[config.mk]
export PLATFORM = sky130hd
export DESIGN_NAME = plane_spawner
export DESIGN_NICKNAME = d
export VERILOG_FILES = /design/src/rtl/plane_pkg.sv /design/src/rtl/lane_lfsr.sv /design/src/rtl/plane_spawner.sv
export SDC_FILE = /design/constraint.sdc
export NUM_CORES = 1
export LEC_CHECK = 0
export ABC_CLOCK_PERIOD_IN_PS = 8300
export CORE_MARGIN = 8
export CORE_UTILIZATION = 32
export CTS_CLUSTER_SIZE = 20
export DETAILED_ROUTE_END_ITERATION = 8
export SETUP_SLACK_MARGIN = 0.3
export SLEW_MARGIN = 0
export SYNTH_ARGS = -nofsm -noshare
export SYNTH_HDL_FRONTEND = slang
export SYNTH_HIERARCHICAL = 1
export SYNTH_SLANG_ARGS = --single-unit
[constraint.sdc]
create_clock -name clk -period 8.3 [get_ports clk]
set_clock_uncertainty 0.2 [all_clocks]
set_input_delay 1.245 -clock clk [delete_from_list [all_inputs] [get_ports clk]]
set_output_delay 1.245 -clock clk [all_outputs]
set_load 0.1 [all_outputs]
[src/rtl/plane_pkg.sv]
// Shared constants and FSM state type for the plane spawner slice.
package plane_pkg;

  localparam int unsigned SCREEN_W  = 160;
  localparam int unsigned SCREEN_H  = 120;
  localparam int unsigned SPAWN_X   = SCREEN_W - 1;
  localparam logic [6:0]  LFSR_SEED = 7'h5A;

  typedef enum logic [1:0] {
    IDLE,
    UPDATE,
    SPAWN,
    EMIT
  } state_t;

endpackage

[src/rtl/lane_lfsr.sv]
// 7-bit LFSR (x^7+x^6+1) folded into a spawn lane that always lies on screen.
module lane_lfsr
  import plane_pkg::*;
(
  input  logic       clk,
  input  logic       resetn,
  input  logic       enable,
  output logic [6:0] lane
);

  logic [6:0] lfsr;

  always_ff @(posedge clk or negedge resetn) begin
    if (!resetn) begin
      lfsr <= LFSR_SEED;
    end else if (enable) begin
      lfsr <= {lfsr[5:0], lfsr[6] ^ lfsr[5]};
    end
  end

  // Values 120..127 fold down by 64 so y never exceeds the last screen row.
  always_comb begin
    lane = (lfsr >= 7'(SCREEN_H)) ? (lfsr - 7'd64) : lfsr;
  end

endmodule

[src/rtl/plane_spawner.sv]
// Plane pool: per-tick move/retire sweep, single spawn, then valid/ready stream of live planes.
module plane_spawner
  import plane_pkg::*;
#(
  parameter int unsigned NUM_SLOTS = 10,
  parameter int unsigned X_W       = 8,
  parameter int unsigned Y_W       = 7
) (
  input  logic           clk,
  input  logic           resetn,
  input  logic           enable,
  input  logic           tick,
  input  logic [3:0]     plane_amount,
  input  logic [1:0]     flying_rate,
  output logic           draw_valid,
  input  logic           draw_ready,
  output logic [X_W-1:0] draw_x,
  output logic [Y_W-1:0] draw_y,
  output logic [3:0]     draw_slot,
  output logic           draw_last,
  output logic [3:0]     active_count,
  output logic           frame_done,
  output logic           tick_overrun
);

  localparam logic [4:0] SLOTS_CAP = 5'(NUM_SLOTS);
  localparam logic [3:0] LAST_IDX  = 4'(NUM_SLOTS - 1);

  state_t               state, state_nx;
  logic [NUM_SLOTS-1:0] active;
  logic [X_W-1:0]       pos_x [NUM_SLOTS];
  logic [Y_W-1:0]       pos_y [NUM_SLOTS];
  logic [3:0]           ptr;
  logic [1:0]           rate;
  logic                 pending;
  logic [6:0]           lane;

  logic                 tick_acc;
  logic                 spawn_ok;
  logic                 higher;
  logic [3:0]           free_idx;
  logic [3:0]           cur_idx;
  logic [4:0]           cap;
  logic [X_W-1:0]       step;

  lane_lfsr u_lane (
    .clk    (clk),
    .resetn (resetn),
    .enable (enable),
    .lane   (lane)
  );

  // ptr doubles as the UPDATE sweep index and the EMIT search floor.
  always_comb begin
    tick_acc = enable & tick;
    cap      = ({1'b0, plane_amount} > SLOTS_CAP) ? SLOTS_CAP : {1'b0, plane_amount};
    spawn_ok = ({1'b0, active_count} < cap);
    step     = X_W'(rate) + X_W'(1);
    free_idx = '0;
    cur_idx  = '0;
    higher   = 1'b0;
    for (int unsigned i = NUM_SLOTS; i > 0; i--) begin
      if (!active[i-1]) free_idx = 4'(i - 1);
      if (active[i-1] && (4'(i - 1) >= ptr)) cur_idx = 4'(i - 1);
    end
    for (int unsigned i = 0; i < NUM_SLOTS; i++) begin
      if (active[i] && (4'(i) > cur_idx)) higher = 1'b1;
    end
  end

  always_comb begin
    state_nx = state;
    unique case (state)
      IDLE:    if (tick_acc || pending) state_nx = UPDATE;
      UPDATE:  if (ptr == LAST_IDX) state_nx = SPAWN;
      SPAWN:   state_nx = ((|active) || spawn_ok) ? EMIT : IDLE;
      EMIT:    if (draw_ready && !higher) state_nx = IDLE;
      default: state_nx = IDLE;
    endcase
  end

  always_comb begin
    draw_valid = (state == EMIT);
    draw_slot  = draw_valid ? cur_idx : '0;
    draw_x     = draw_valid ? pos_x[cur_idx] : '0;
    draw_y     = draw_valid ? pos_y[cur_idx] : '0;
    draw_last  = draw_valid & ~higher;
  end

  always_ff @(posedge clk or negedge resetn) begin
    if (!resetn) state <= IDLE;
    else         state <= state_nx;
  end

  always_ff @(posedge clk or negedge resetn) begin
    if (!resetn) begin
      active <= '0;
      for (int unsigned i = 0; i < NUM_SLOTS; i++) begin
        pos_x[i] <= '0;
        pos_y[i] <= '0;
      end
      ptr          <= '0;
      rate         <= '0;
      pending      <= 1'b0;
      active_count <= '0;
      frame_done   <= 1'b0;
      tick_overrun <= 1'b0;
    end else begin
      frame_done <= (state != IDLE) && (state_nx == IDLE);

      // A tick arriving while a pending one is consumed in IDLE becomes the new pending tick.
      if (state == IDLE) begin
        if (pending) pending <= tick_acc;
      end else if (tick_acc) begin
        if (pending) tick_overrun <= 1'b1;
        else         pending      <= 1'b1;
      end

      unique case (state)
        IDLE: begin
          ptr  <= '0;
          rate <= flying_rate;
        end
        UPDATE: begin
          if (active[ptr]) begin
            if (pos_x[ptr] < step) begin
              active[ptr]  <= 1'b0;
              active_count <= active_count - 4'd1;
            end else begin
              pos_x[ptr] <= pos_x[ptr] - step;
            end
          end
          ptr <= ptr + 4'd1;
        end
        SPAWN: begin
          ptr <= '0;
          if (spawn_ok) begin
            active[free_idx] <= 1'b1;
            pos_x[free_idx]  <= X_W'(SPAWN_X);
            pos_y[free_idx]  <= Y_W'(lane);
            active_count     <= active_count + 4'd1;
          end
        end
        EMIT: begin
          if (draw_ready) ptr <= cur_idx + 4'd1;
        end
        default: ;
      endcase
    end
  end

endmodule
==> impl_results.rst, run 1 <==
.. list-table::
   :header-rows: 1

   * - Metric
     - Value
   * - Most repeated cell in the gate-level netlist after synthesis
     - nand2_1
   * - Cells after Synth
     - 1215
   * - Number of clock sinks
     - 182
   * - CTS hold repair buffers
     - 0
   * - Ports
     - 38
   * - Pin count of the biggest net entering global routing
     - 122
   * - Critical Path Most Common Cell
     - a21oi_1
   * - CP endpoint
     - draw_x[5]
   * - Final weighted congestion of routability-driven global placement
     - 0.918
   * - CTS clock-pin slew for the worst setup and hold paths
     - 0.08 ns
   * - Length in cells of the worst reg-to-reg path
     - 13
   * - Router iterations before antenna repair
     - 5
   * - Yosys synthesis warning count
     - 6
   * - First-pass GRT wire length
     - 53.7 mm
   * - Met2 WL
     - 15.5 mm
   * - Vias/cell
     - 5.58
   * - CP max FO
     - 19
   * - RSZ-0062 raised after global routing
     - false
   * - Highest clock frequency the design can meet
     - 0.143 GHz
   * - H-tree depth reported by CTS
     - 4
   * - IO buf count
     - 37
   * - Total die area
     - 0.0399 sq mm
   * - Wirelength, routed
     - 33.6 mm
   * - Core outline area
     - 0.0334 sq mm
   * - Cell at the root of the clock tree
     - clkbuf_16
   * - Net count after synthesis
     - 1239
   * - Overall global routing resource usage
     - 17.3%
   * - Synth cell types
     - 86
   * - Netlist area before placement
     - 0.0108 sq mm
   * - Post-synthesis async set-or-reset flop share
     - 100%
   * - Antenna diode instance count
     - 0
   * - Insertion delay of the later-clocked pin in the worst-skew pair
     - 0.45 ns
   * - Flip-flop and latch count after synthesis
     - 182
   * - Die Width
     - 200 um
   * - Starting utilization of the core area
     - 32.4%
   * - Fraction of final layout cells sized beyond drive strength 1
     - 12.5%
   * - WP data arrival
     - 5.56 ns
   * - Final hold violation count
     - 0
   * - Met3 wirelength from detailed routing
     - 2.30 mm
   * - Max incr delay on CP
     - 1.27 ns
   * - Critical path's slowest cell
     - clkdlybuf4s50_1
   * - Via count of the first global-routing pass
     - 9065
   * - Number of post-CTS setup repair buffers
     - 0
   * - Quantity of gates resized following cts
     - 0
   * - Post-placement worst setup slack
     - 1.83 ns
   * - Total number of vias
     - 9266
   * - CP Data Required Time
     - 6.86 ns
   * - Iteration-0 DRC Markers
     - 1018
   * - Total of max-cap violations
     - 0
   * - Setup_tns
     - 0 ns
   * - Result of the run
     - finished, final reports clean
   * - Minimum setup slack in the final design
     - 1.29 ns
   * - Minimum clock period
     - 7.01 ns
   * - Count of flip-flops with a built-in enable after synthesis
     - 0
   * - Critical-path cell list
     - buf_4, nand3_1, a21oi_1, nor2_1, or4_1, nand2_1, a21oi_1, nor4_1, clkdlybuf4s50_1
   * - Die boundary height
     - 200 um
   * - Post-detailed-route DRC marker count
     - 0
   * - Class of the most critical setup path
     - flop to output port
   * - Launching point of the worst reg2reg path
     - ptr[0]
   * - Startpoint of the tightest hold check path
     - pos_y[12]
   * - Placed cells
     - 1629
   * - Final Non-Filler Cells
     - 1661
   * - Final max-slew violation count
     - 0
   * - Largest cells by area after synthesis
     - dfrtp_1, nand2_1, mux2_2, nand3_1, a21oi_1
   * - HPWL reported at the end of detailed placement
     - 23.6 mm
   * - Dominant register cell in the synthesized netlist
     - dfrtp_1
   * - Syn avg cell area
     - 8.89 sq um
   * - Seq/Total Area, Yosys
     - 42.2%
   * - Worst slew margin
     - 22.8%
   * - TritonCTS clock tree
     - built
   * - R2r setup slk
     - 2.81 ns
   * - Critical path buffer and inverter count
     - 2
   * - Detailed-route wire length on metal 1
     - 15.0 mm
   * - Most instantiated cells after synthesis
     - nand2_1, dfrtp_1, nand3_1
   * - Average routed wire per standard cell
     - 20.2 um
   * - Reg-to-Reg End
     - pos_y[28]
   * - Post-route cell area
     - 0.0121 sq mm
   * - Global-route congestion overflow total
     - 0
   * - Antenna violations before repair
     - 0
   * - Class of the most critical hold timing path
     - flop to flop
   * - Crit path launch
     - ptr[1]
   * - Sort of element at the start of the critical path
     - flop
   * - Crit. path cell count
     - 9
   * - Antenna Violating Nets Remaining
     - 0
   * - Number of buffers added by the clock tree synthesis step
     - 17
   * - Area growth, synth to finish
     - 11.7%
   * - Yosys top cell by area
     - dfrtp_1
   * - Sort of element at the end of the critical path
     - output port
   * - Top cell type's share of synthesized area
     - 41.3%
   * - Top cell family by delay on the critical path
     - simple AND/OR/NAND/NOR gates
   * - Topmost layer with routed signal wires
     - met4
   * - Final setup violating endpoints
     - 0
   * - Period utilization
     - 84.4%
   * - Dpl cell area
     - 0.0115 sq mm
   * - Transition at the pin with the smallest max-transition slack
     - 1.15 ns
   * - Number of nets in the layout
     - 1224
   * - Placement Rows
     - 67
   * - Clock Tree Buf Depth
     - 2
## through the flow
| step | utilization [%] | hold WS (ns) |
|---|---|---|
| detailed placement | 34.3 | 0.263 |
| global placement | 34.3 | 0.254 |
| floorplan | - | 0.241 |
| CTS | 36.2 | 0.282 |
| finish | 36.2 | 0.279 |
| global route | 36.2 | 0.292 |
## worst min path at each step
stage | slack, ns | end | cells past startpoint
floorplan | 0.24 | pos_y[12] | 2
global placement | 0.25 | pos_y[13] | 2
detailed placement | 0.26 | pos_y[37] | 2
CTS | 0.28 | pos_y[37] | 2
global route | 0.29 | pos_y[41] | 2
finish | 0.28 | pos_y[12] | 2
## cell usage in the layout (no fill, tap or decap), types with 6 or more instances in the layout
cell type / synthesis / final
a21o_1: 7 / 7
a21oi_1: 76 / 75
a22o_1: 14 / 14
a22oi_1: 14 / 14
a2bb2oi_1: 8 / 8
a31oi_1: 11 / 11
and2_1: 12 / 11
and3b_1: 8 / 8
buf_4: 11 / 16
clkbuf_16: 0 / 17
clkdlybuf4s50_1: 0 / 36
dfrtp_1: 178 / 177
ha_1: 11 / 11
inv_1: 23 / 23
mux2_1: 9 / 9
mux2_2: 51 / 51
mux2_4: 8 / 8
mux2i_1: 18 / 18
mux4_2: 9 / 9
nand2_1: 288 / 287
nand2b_1: 9 / 9
nand3_1: 89 / 89
nor2_1: 53 / 53
nor2b_1: 9 / 9
nor3_1: 17 / 17
nor4_1: 16 / 16
o21ai_0: 59 / 59
o21ai_1: 10 / 9
o22ai_1: 10 / 10
o32a_1: 6 / 6
xnor2_1: 8 / 8
## sequential cells by signal (all words and copies together) (netlist names)
name          flops
frame_done        1
pos_x            80
u_lane/lfsr       7
tick_overrun      1
active_count      4
pos_y            70
state             2
pending           1
rate              2
active           10
ptr               4
## layout make-up
class / count / area [sq um]
clock inverter: 15 / 184
clock buffer: 17 / 425
timing repair buffer: 53 / 494
tap: 448 / 561
sequential: 182 / 4560
multi-input combinational: 923 / 5750
inverter: 23 / 86.3
fill: 3403 / 21300
## worst reg2reg max path: cells and delay by family (launching register included)
family / cells / cell delay [ns]
AO/OA/AOI/OAI: 4 / 1.29
flip-flops: 1 / 0.80
buffers and inverters: 3 / 0.91
adder cells (fa/ha/maj): 1 / 0.28
AND/OR/NAND/NOR: 3 / 0.90
multiplexers: 2 / 1.01
## kinds of logic (layout without fill, tap and decap cells)
family	Yosys count	in the layout	synth area share [%]
XOR/XNOR	11	11	0.892
AND/OR/NAND/NOR	532	532	22.5
buffers and inverters	110	108	4.75
multiplexers	97	97	11.4
flip-flops	182	182	42.2
adder cells (fa/ha/maj)	13	13	1.65
AO/OA/AOI/OAI	270	270	16.5
## layer usage
| layer | track usage (%) | up-vias |
|---|---|---|
| li1 | - | 4277 |
| met1 | 24.2 | 4544 |
| met2 | 26.4 | 396 |
| met3 | 2.95 | 49 |
| met4 | 6.16 | 0 |
| met5 | 0 | - |
Power of run 1 is not shown: default switching activity piles up to over one toggle a cycle in this logic, so the estimate is an artifact.
==> inputs of run 2 (changes only) <==
--- a/config.mk
+++ b/config.mk
@@ -5,7 +5,7 @@
 export SDC_FILE = /design/constraint.sdc
 export NUM_CORES = 1
 export LEC_CHECK = 0
-export ABC_CLOCK_PERIOD_IN_PS = 8300
+export ABC_CLOCK_PERIOD_IN_PS = 6600
 export CORE_MARGIN = 8
 export CORE_UTILIZATION = 32
 export CTS_CLUSTER_SIZE = 20
==> constraint.sdc (replaced) <==
create_clock -name clk -period 6.6 [get_ports clk]
set_clock_uncertainty 0.2 [all_clocks]
set_input_delay 0.99 -clock clk [delete_from_list [all_inputs] [get_ports clk]]
set_output_delay 0.99 -clock clk [all_outputs]
set_load 0.1 [all_outputs]
==> impl_results.rst, run 2 (synthesis gave the netlist of run 1 again) <==
.. list-table::
   :header-rows: 1

   * - Metric
     - Value
   * - Router iterations before antenna repair
     - 5 (unchanged)
   * - Antenna Violating Nets Remaining
     - 0 (unchanged)
   * - Sort of element at the start of the critical path
     - flop
   * - Die boundary height
     - 200 um (unchanged)
   * - Die Width
     - 200 um (unchanged)
   * - TritonCTS clock tree
     - built
   * - Total number of vias
     - 9659 (+4.2%)
   * - Transition at the pin with the smallest max-transition slack
     - 1.25 ns (+0.0996 ns)
   * - Total of max-cap violations
     - 0 (unchanged)
   * - Top cell family by delay on the critical path
     - simple AND/OR/NAND/NOR gates
   * - Class of the most critical setup path
     - flop to output port
   * - Final weighted congestion of routability-driven global placement
     - 0.942 (+2.6%)
   * - Highest clock frequency the design can meet
     - 0.171 GHz
   * - CTS hold repair buffers
     - 0 (unchanged)
   * - WP data arrival
     - 4.66 ns (-0.90 ns)
   * - Biggest register
     - pos_x
   * - Dpl cell area
     - 0.0116 sq mm (+1.0%)
   * - Most frequent cells in the layout
     - nand2_1, dfrtp_1, nand3_1, a21oi_1, o21ai_0
   * - Minimum clock period
     - 5.85 ns
   * - RSZ-0062 raised after global routing
     - false
   * - CTS clock-pin slew for the worst setup and hold paths
     - 0.08 ns (about the same)
   * - Antenna violations before repair
     - 0 (unchanged)
   * - FILL cells
     - 3438 (+1.0%)
   * - Critical-path cell list
     - nand3_1, a21oi_1, nor2_1, or4_1, nand2_1, a21oi_1, nor4_2, buf_4
   * - Final setup violating endpoints
     - 0 (unchanged)
   * - Max incr delay on CP
     - 0.93 ns (-0.34 ns)
   * - Antenna diode instance count
     - 0 (unchanged)
   * - Final core occ
     - 36.4% (+0.24 points)
   * - Pin count of the biggest net entering global routing
     - 178 (+46%)
   * - Final max-slew violation count
     - 0 (unchanged)
   * - Area growth, synth to finish
     - 12.5%
   * - HPWL reported at the end of detailed placement
     - 24.7 mm (+4.7%)
   * - Post-route cell area
     - 0.0121 sq mm (+0.66%)
   * - Sort of element at the end of the critical path
     - output port
   * - Average routed wire per standard cell
     - 22.0 um (+9.0%)
   * - Iteration-0 DRC Markers
     - 1112 (+9.2%)
   * - Minimum setup slack in the final design
     - 0.754 ns (-0.539 ns)
   * - Crit. path cell count
     - 8 (-1)
   * - Number of post-CTS setup repair buffers
     - 0 (unchanged)
   * - Number of flip-flops under the largest register name
     - 80 (unchanged)
   * - CP Data Required Time
     - 5.41 ns (-1.45 ns)
   * - Quantity of gates resized following cts
     - 0 (unchanged)
   * - Starting utilization of the core area
     - 32.4% (unchanged)
   * - Worst slew margin
     - 16.7% (-6.1 points)
   * - Post-placement worst setup slack
     - 1.37 ns (-0.462 ns)
   * - Critical path's slowest cell
     - dfrtp_1
   * - Class of the most critical hold timing path
     - primary input to asynchronous set/reset pin
   * - Number of clock sinks
     - 182 (unchanged)
   * - Final hold violation count
     - 0 (unchanged)
   * - Via count of the first global-routing pass
     - 9499 (+4.8%)
   * - Vias/cell
     - 5.79 (+3.8%)
   * - Result of the run
     - finished, final reports clean
   * - Ports
     - 38 (unchanged)
   * - Most common cell after layout, fill and taps aside
     - nand2_1
   * - Length in cells of the worst reg-to-reg path
     - 14 (+1)
   * - Overall global routing resource usage
     - 18.8% (+1.6 points)
   * - Fraction of final layout cells sized beyond drive strength 1
     - 15.6% (+3.0 points)
   * - Critical Path Most Common Cell
     - a21oi_1
   * - Period utilization
     - 88.6%
   * - Core outline area
     - 0.0334 sq mm (unchanged)
   * - Critical path buffer and inverter count
     - 1 (-1)
   * - Clock Tree Buf Depth
     - 2 (unchanged)
   * - First-pass GRT wire length
     - 57.7 mm (+7.4%)
   * - Placement Rows
     - 67 (unchanged)
   * - Number of buffers added by the clock tree synthesis step
     - 17 (unchanged)
   * - IO buf count
     - 37 (unchanged)
   * - Global-route congestion overflow total
     - 0 (unchanged)
   * - Total die area
     - 0.0399 sq mm (unchanged)
   * - Wirelength, routed
     - 36.8 mm (+9.5%)
   * - H-tree depth reported by CTS
     - 4 (unchanged)
   * - Post-detailed-route DRC marker count
     - 0 (unchanged)
   * - CP max FO
     - 25 (+6)
   * - Number of nets in the layout
     - 1231 (+0.57%)
   * - Cell at the root of the clock tree
     - clkbuf_16
   * - Largest registers
     - pos_x (80), pos_y (70), active (10)
   * - Setup_tns
     - 0 ns (unchanged)
   * - Insertion delay of the later-clocked pin in the worst-skew pair
     - 0.45 ns (about the same)
run 2: worst paths after layout:
kind / slack, ns / from / end
max reg2reg: 1.40 / ptr[0] / active[8]
max: 0.75 / ptr[2] / draw_x[2]
max in group asynchronous: 4.65 / resetn / ptr[0]
min in group clk: 0.27 / tick_overrun / tick_overrun
min: 0.14 / resetn / active_count[3]
min reg2reg: 0.27 / tick_overrun / tick_overrun
run 2: final cells by class:
class                      instances  area, sq um  share of cell area [%]
clock buffer                      17          425                    3.50
clock inverter                    15          145                    1.20
inverter                          23         86.3                   0.711
multi-input combinational        923         5850                    48.1
sequential                       182         4560                    37.6
tap                              448          561                    4.62
timing repair buffer              60          519                    4.28
run 2: worst reg2reg max path, stage by stage (launching register included):
cell      delay (ns)
dfrtp_2         0.82
buf_4           0.41
mux4_2          0.54
nand2_1         0.08
a21oi_1         0.07
a21oi_1         0.18
ha_1            0.20
fa_1            0.21
inv_1           0.05
a21o_1          0.18
a21oi_1         0.16
nor4b_4         0.41
nand2_1         0.43
a211oi_4        0.88
o32a_1          0.31
run 2: layer usage:
layer	vias to the layer above	GRT usage (%)	share of wire, %
met5	-	0	0
met4	0	8.26	3.8
met3	89	3.74	8.7
met2	502	29.5	46
met1	4790	24.8	41
li1	4278	-	-
run 2: through the flow:
step / hold WS, ns / cells
after floorplan: 0.241 / 1215
after global placement: 0.254 / 1636
after detailed placement: 0.261 / 1636
after CTS: 0.133 / 1668
after global routing: 0.130 / 1668
final: 0.140 / 1668
Power of run 2 is left out for the same reason.
==> inputs of run 3 (changes only) <==
--- a/config.mk
+++ b/config.mk
@@ -5,6 +5,7 @@
 export SDC_FILE = /design/constraint.sdc
 export NUM_CORES = 1
 export LEC_CHECK = 0
+export ABC_AREA = 1
 export ABC_CLOCK_PERIOD_IN_PS = 6600
 export CORE_MARGIN = 8
 export CORE_UTILIZATION = 32
==> impl_results.rst, run 3 <==
.. list-table::
   :header-rows: 1

   * - Metric
     - Value
   * - Post-synthesis async set-or-reset flop share
     - 100% (unchanged)
   * - Iteration-0 DRC Markers
     - 1295 (+16%)
   * - Number of clock sinks
     - 182 (unchanged)
   * - Count of flip-flops with a built-in enable after synthesis
     - 0 (unchanged)
   * - Largest cells by area after synthesis
     - dfrtp_1, nand2_1, o21ai_0, inv_1, nor2_1
   * - Insertion delay of the later-clocked pin in the worst-skew pair
     - 0.45 ns (about the same)
   * - Wirelength, routed
     - 39.0 mm (+6.0%)
   * - Antenna violations before repair
     - 0 (unchanged)
   * - CP max FO
     - 17 (-32%)
   * - Via count of the first global-routing pass
     - 10800 (+13%)
   * - Syn avg cell area
     - 7.03 sq um (-21%)
   * - Router iterations before antenna repair
     - 5 (unchanged)
   * - H-tree depth reported by CTS
     - 4 (unchanged)
   * - WP data arrival
     - 4.77 ns (+0.11 ns)
   * - Most instantiated cells after synthesis
     - nand2_1, o21ai_0, inv_1
   * - Starting utilization of the core area
     - 32.2% (-0.17 points)
   * - Post-route cell area
     - 0.0126 sq mm (+3.8%)
   * - Yosys top cell by area
     - dfrtp_1
   * - IO buf count
     - 37 (unchanged)
   * - Placement Rows
     - 69 (+3.0%)
   * - Final Non-Filler Cells
     - 2084 (+25%)
   * - FILL cells
     - 3739 (+8.8%)
   * - Dominant register cell in the synthesized netlist
     - dfrtp_1
   * - Ports
     - 38 (unchanged)
   * - Setup_tns
     - 0 ns (unchanged)
   * - Average routed wire per standard cell
     - 18.7 um (-15%)
   * - Worst slew margin
     - 33.1% (+16 points)
   * - Complex-gate fraction of the synthesized area
     - 22.3% (+5.8 points)
   * - Sort of element at the start of the critical path
     - flop
   * - Post-detailed-route DRC marker count
     - 0 (unchanged)
   * - Multiplexer area fraction after synthesis
     - 0.0991% (-11 points)
   * - Placed cells
     - 2051 (+25%)
   * - Cell at the root of the clock tree
     - clkbuf_16
   * - Most frequent cells in the layout
     - nand2_1, o21ai_0, inv_1, dfrtp_1, nor2_1
   * - Yosys synthesis warning count
     - 6 (unchanged)
   * - Number of flip-flops under the largest register name
     - 80 (unchanged)
   * - Fraction of synthesized cell area in xor and xnor cells
     - 0.969% (+0.076 points)
   * - RSZ-0062 raised after global routing
     - false
   * - Flip-flop and latch count after synthesis
     - 182 (unchanged)
   * - Sort of element at the end of the critical path
     - output port
   * - Total die area
     - 0.0418 sq mm (+4.8%)
   * - Main combinational cell family by area after synthesis
     - simple AND/OR/NAND/NOR gates
   * - Number of post-CTS setup repair buffers
     - 0 (unchanged)
   * - Overall global routing resource usage
     - 18.7% (-0.063 points)
   * - Total of max-cap violations
     - 0 (unchanged)
   * - Area growth, synth to finish
     - 10.9%
   * - Area share of fa/ha/maj cells after synthesis
     - 1.56% (-0.082 points)
   * - First-pass GRT wire length
     - 61.4 mm (+6.3%)
   * - Minimum clock period
     - 5.96 ns (+0.118 ns)
   * - Transition at the pin with the smallest max-transition slack
     - 1.00 ns (-0.249 ns)
   * - Net count after synthesis
     - 1641 (+32%)
   * - Clock Tree Buf Depth
     - 2 (unchanged)
   * - Period utilization
     - 90.4% (+1.8 points)
   * - Most common cell after layout, fill and taps aside
     - nand2_1
   * - CP Data Required Time
     - 5.41 ns (about the same)
   * - Number of buffers added by the clock tree synthesis step
     - 17 (unchanged)
   * - Most repeated cell in the gate-level netlist after synthesis
     - nand2_1
   * - Synth cell types
     - 51 (-41%)
   * - Quantity of gates resized following cts
     - 0 (unchanged)
   * - Minimum setup slack in the final design
     - 0.636 ns (-0.118 ns)
   * - Simple logic cell fraction of the synthesized area
     - 24.4% (+1.9 points)
   * - CTS clock-pin slew for the worst setup and hold paths
     - 0.07 ns (about the same)
   * - Cells after Synth
     - 1617 (+33%)
   * - Pin count of the biggest net entering global routing
     - 70 (-61%)
   * - Vias/cell
     - 5.40 (-6.7%)
   * - Class of the most critical hold timing path
     - flop to flop
   * - Seq/Total Area, Yosys
     - 40.1% (-2.1 points)
   * - Final max-slew violation count
     - 0 (unchanged)
   * - Final setup violating endpoints
     - 0 (unchanged)
   * - Final weighted congestion of routability-driven global placement
     - 0.972 (+3.1%)
   * - Die Width
     - 204 um (+2.4%)
   * - Fraction of final layout cells sized beyond drive strength 1
     - 8.51% (-7.1 points)
   * - Final hold violation count
     - 0 (unchanged)
   * - Post-placement worst setup slack
     - 1.22 ns (-0.156 ns)
   * - Class of the most critical setup path
     - flop to output port
   * - CTS hold repair buffers
     - 0 (unchanged)
   * - Antenna Violating Nets Remaining
     - 0 (unchanged)
   * - Largest registers
     - pos_x (80), pos_y (70), active (10)
   * - Dpl cell area
     - 0.0120 sq mm (+3.7%)
   * - Top cell type's share of synthesized area
     - 39.2% (-2.1 points)
   * - Highest clock frequency the design can meet
     - 0.168 GHz (-2.0%)
   * - Total number of vias
     - 11300 (+17%)
   * - Netlist area before placement
     - 0.0114 sq mm (+5.3%)
   * - Number of nets in the layout
     - 1633 (+33%)
   * - Result of the run
     - finished, final reports clean
   * - Core outline area
     - 0.0353 sq mm (+5.8%)
   * - HPWL reported at the end of detailed placement
     - 28.0 mm (+13%)
   * - Die boundary height
     - 204 um (+2.4%)
   * - Biggest register
     - pos_x
   * - TritonCTS clock tree
     - built
   * - Global-route congestion overflow total
     - 0 (unchanged)
==> run 3: cell types whose count changed after synthesis, sizes merged, moves of 15 or more <==
cell / before / now
o21ai: 71 / 309
inv: 23 / 204
nand2: 289 / 406
nor2: 56 / 170
mux2: 68 / 1
a21oi: 78 / 54
o22ai: 10 / 31
mux2i: 18 / 0
o31ai: 4 / 20
nand3: 91 / 76
==> run 3: path summary, 6_finish.rpt <==
| kind | depth (start not counted) | slack (ns) | start | end |
|---|---|---|---|---|
| hold reg to reg | 1 | 0.28 | tick_overrun | tick_overrun |
| setup reg to reg | 18 | 2.00 | ptr[1] | pos_x[55] |
| hold / removal | 1 | 0.28 | tick_overrun | tick_overrun |
| max in group asynchronous | 2 | 4.65 | resetn | pos_y[29] |
| min in group asynchronous | 1 | 0.29 | resetn | active_count[1] |
| setup / recovery | 18 | 0.64 | ptr[2] | draw_last |
==> run 3: per-layer routing <==
layer  wire length, um  track usage, %  vias up
li1                  -               -     5274
met4              1310            7.15        0
met3              3500            4.01       79
met2             17000            28.4      551
met1             17200            25.8     5359
met5                 0               0        -
==> run 3: logic make-up (layout without fill, tap and decap cells) <==
group,count (synthesis),count (layout)
other cells,0,1
fa+ha+maj,13,13
simple gates,673,673
xor+xnor,10,10
flops,182,182
compound gates,453,453
buf+inv,285,290
mux,1,1
==> run 3: final cells by class <==
class                      instances  area [sq um]  share of cell area (%)
antenna                            1          2.50                  0.0198
multi-input combinational       1150          5630                    44.6
clock buffer                      19           443                    3.51
timing repair buffer              53           469                    3.72
inverter                         205           769                    6.10
tap                              461           577                    4.57
clock inverter                    13           161                    1.28
sequential                       182          4560                    36.2
==> run 3: critical path, cell delays in order (launching register included) <==
cell,delay (ns)
dfrtp_1,0.53
inv_2,0.15
nor2_2,0.42
nand2_1,0.33
a21oi_1,0.21
inv_1,0.08
nand3_1,0.07
nand2_1,0.06
nand2_2,0.29
buf_4,0.33
nand2_1,0.09
inv_1,0.06
nand3_1,0.07
nand2_1,0.06
nand2_1,0.06
nand2_1,0.07
nand4_1,0.09
a21oi_1,0.19
clkdlybuf4s50_1,1.17
==> run 3: per-stage QoR <==
step	hold WS (ns)	util, %
floorplan	0.248	-
global placement	0.260	34.0
detailed placement	0.261	34.0
CTS	0.281	35.7
global route	0.295	35.7
finish	0.276	35.7
Power of run 3 is left out for the same reason.
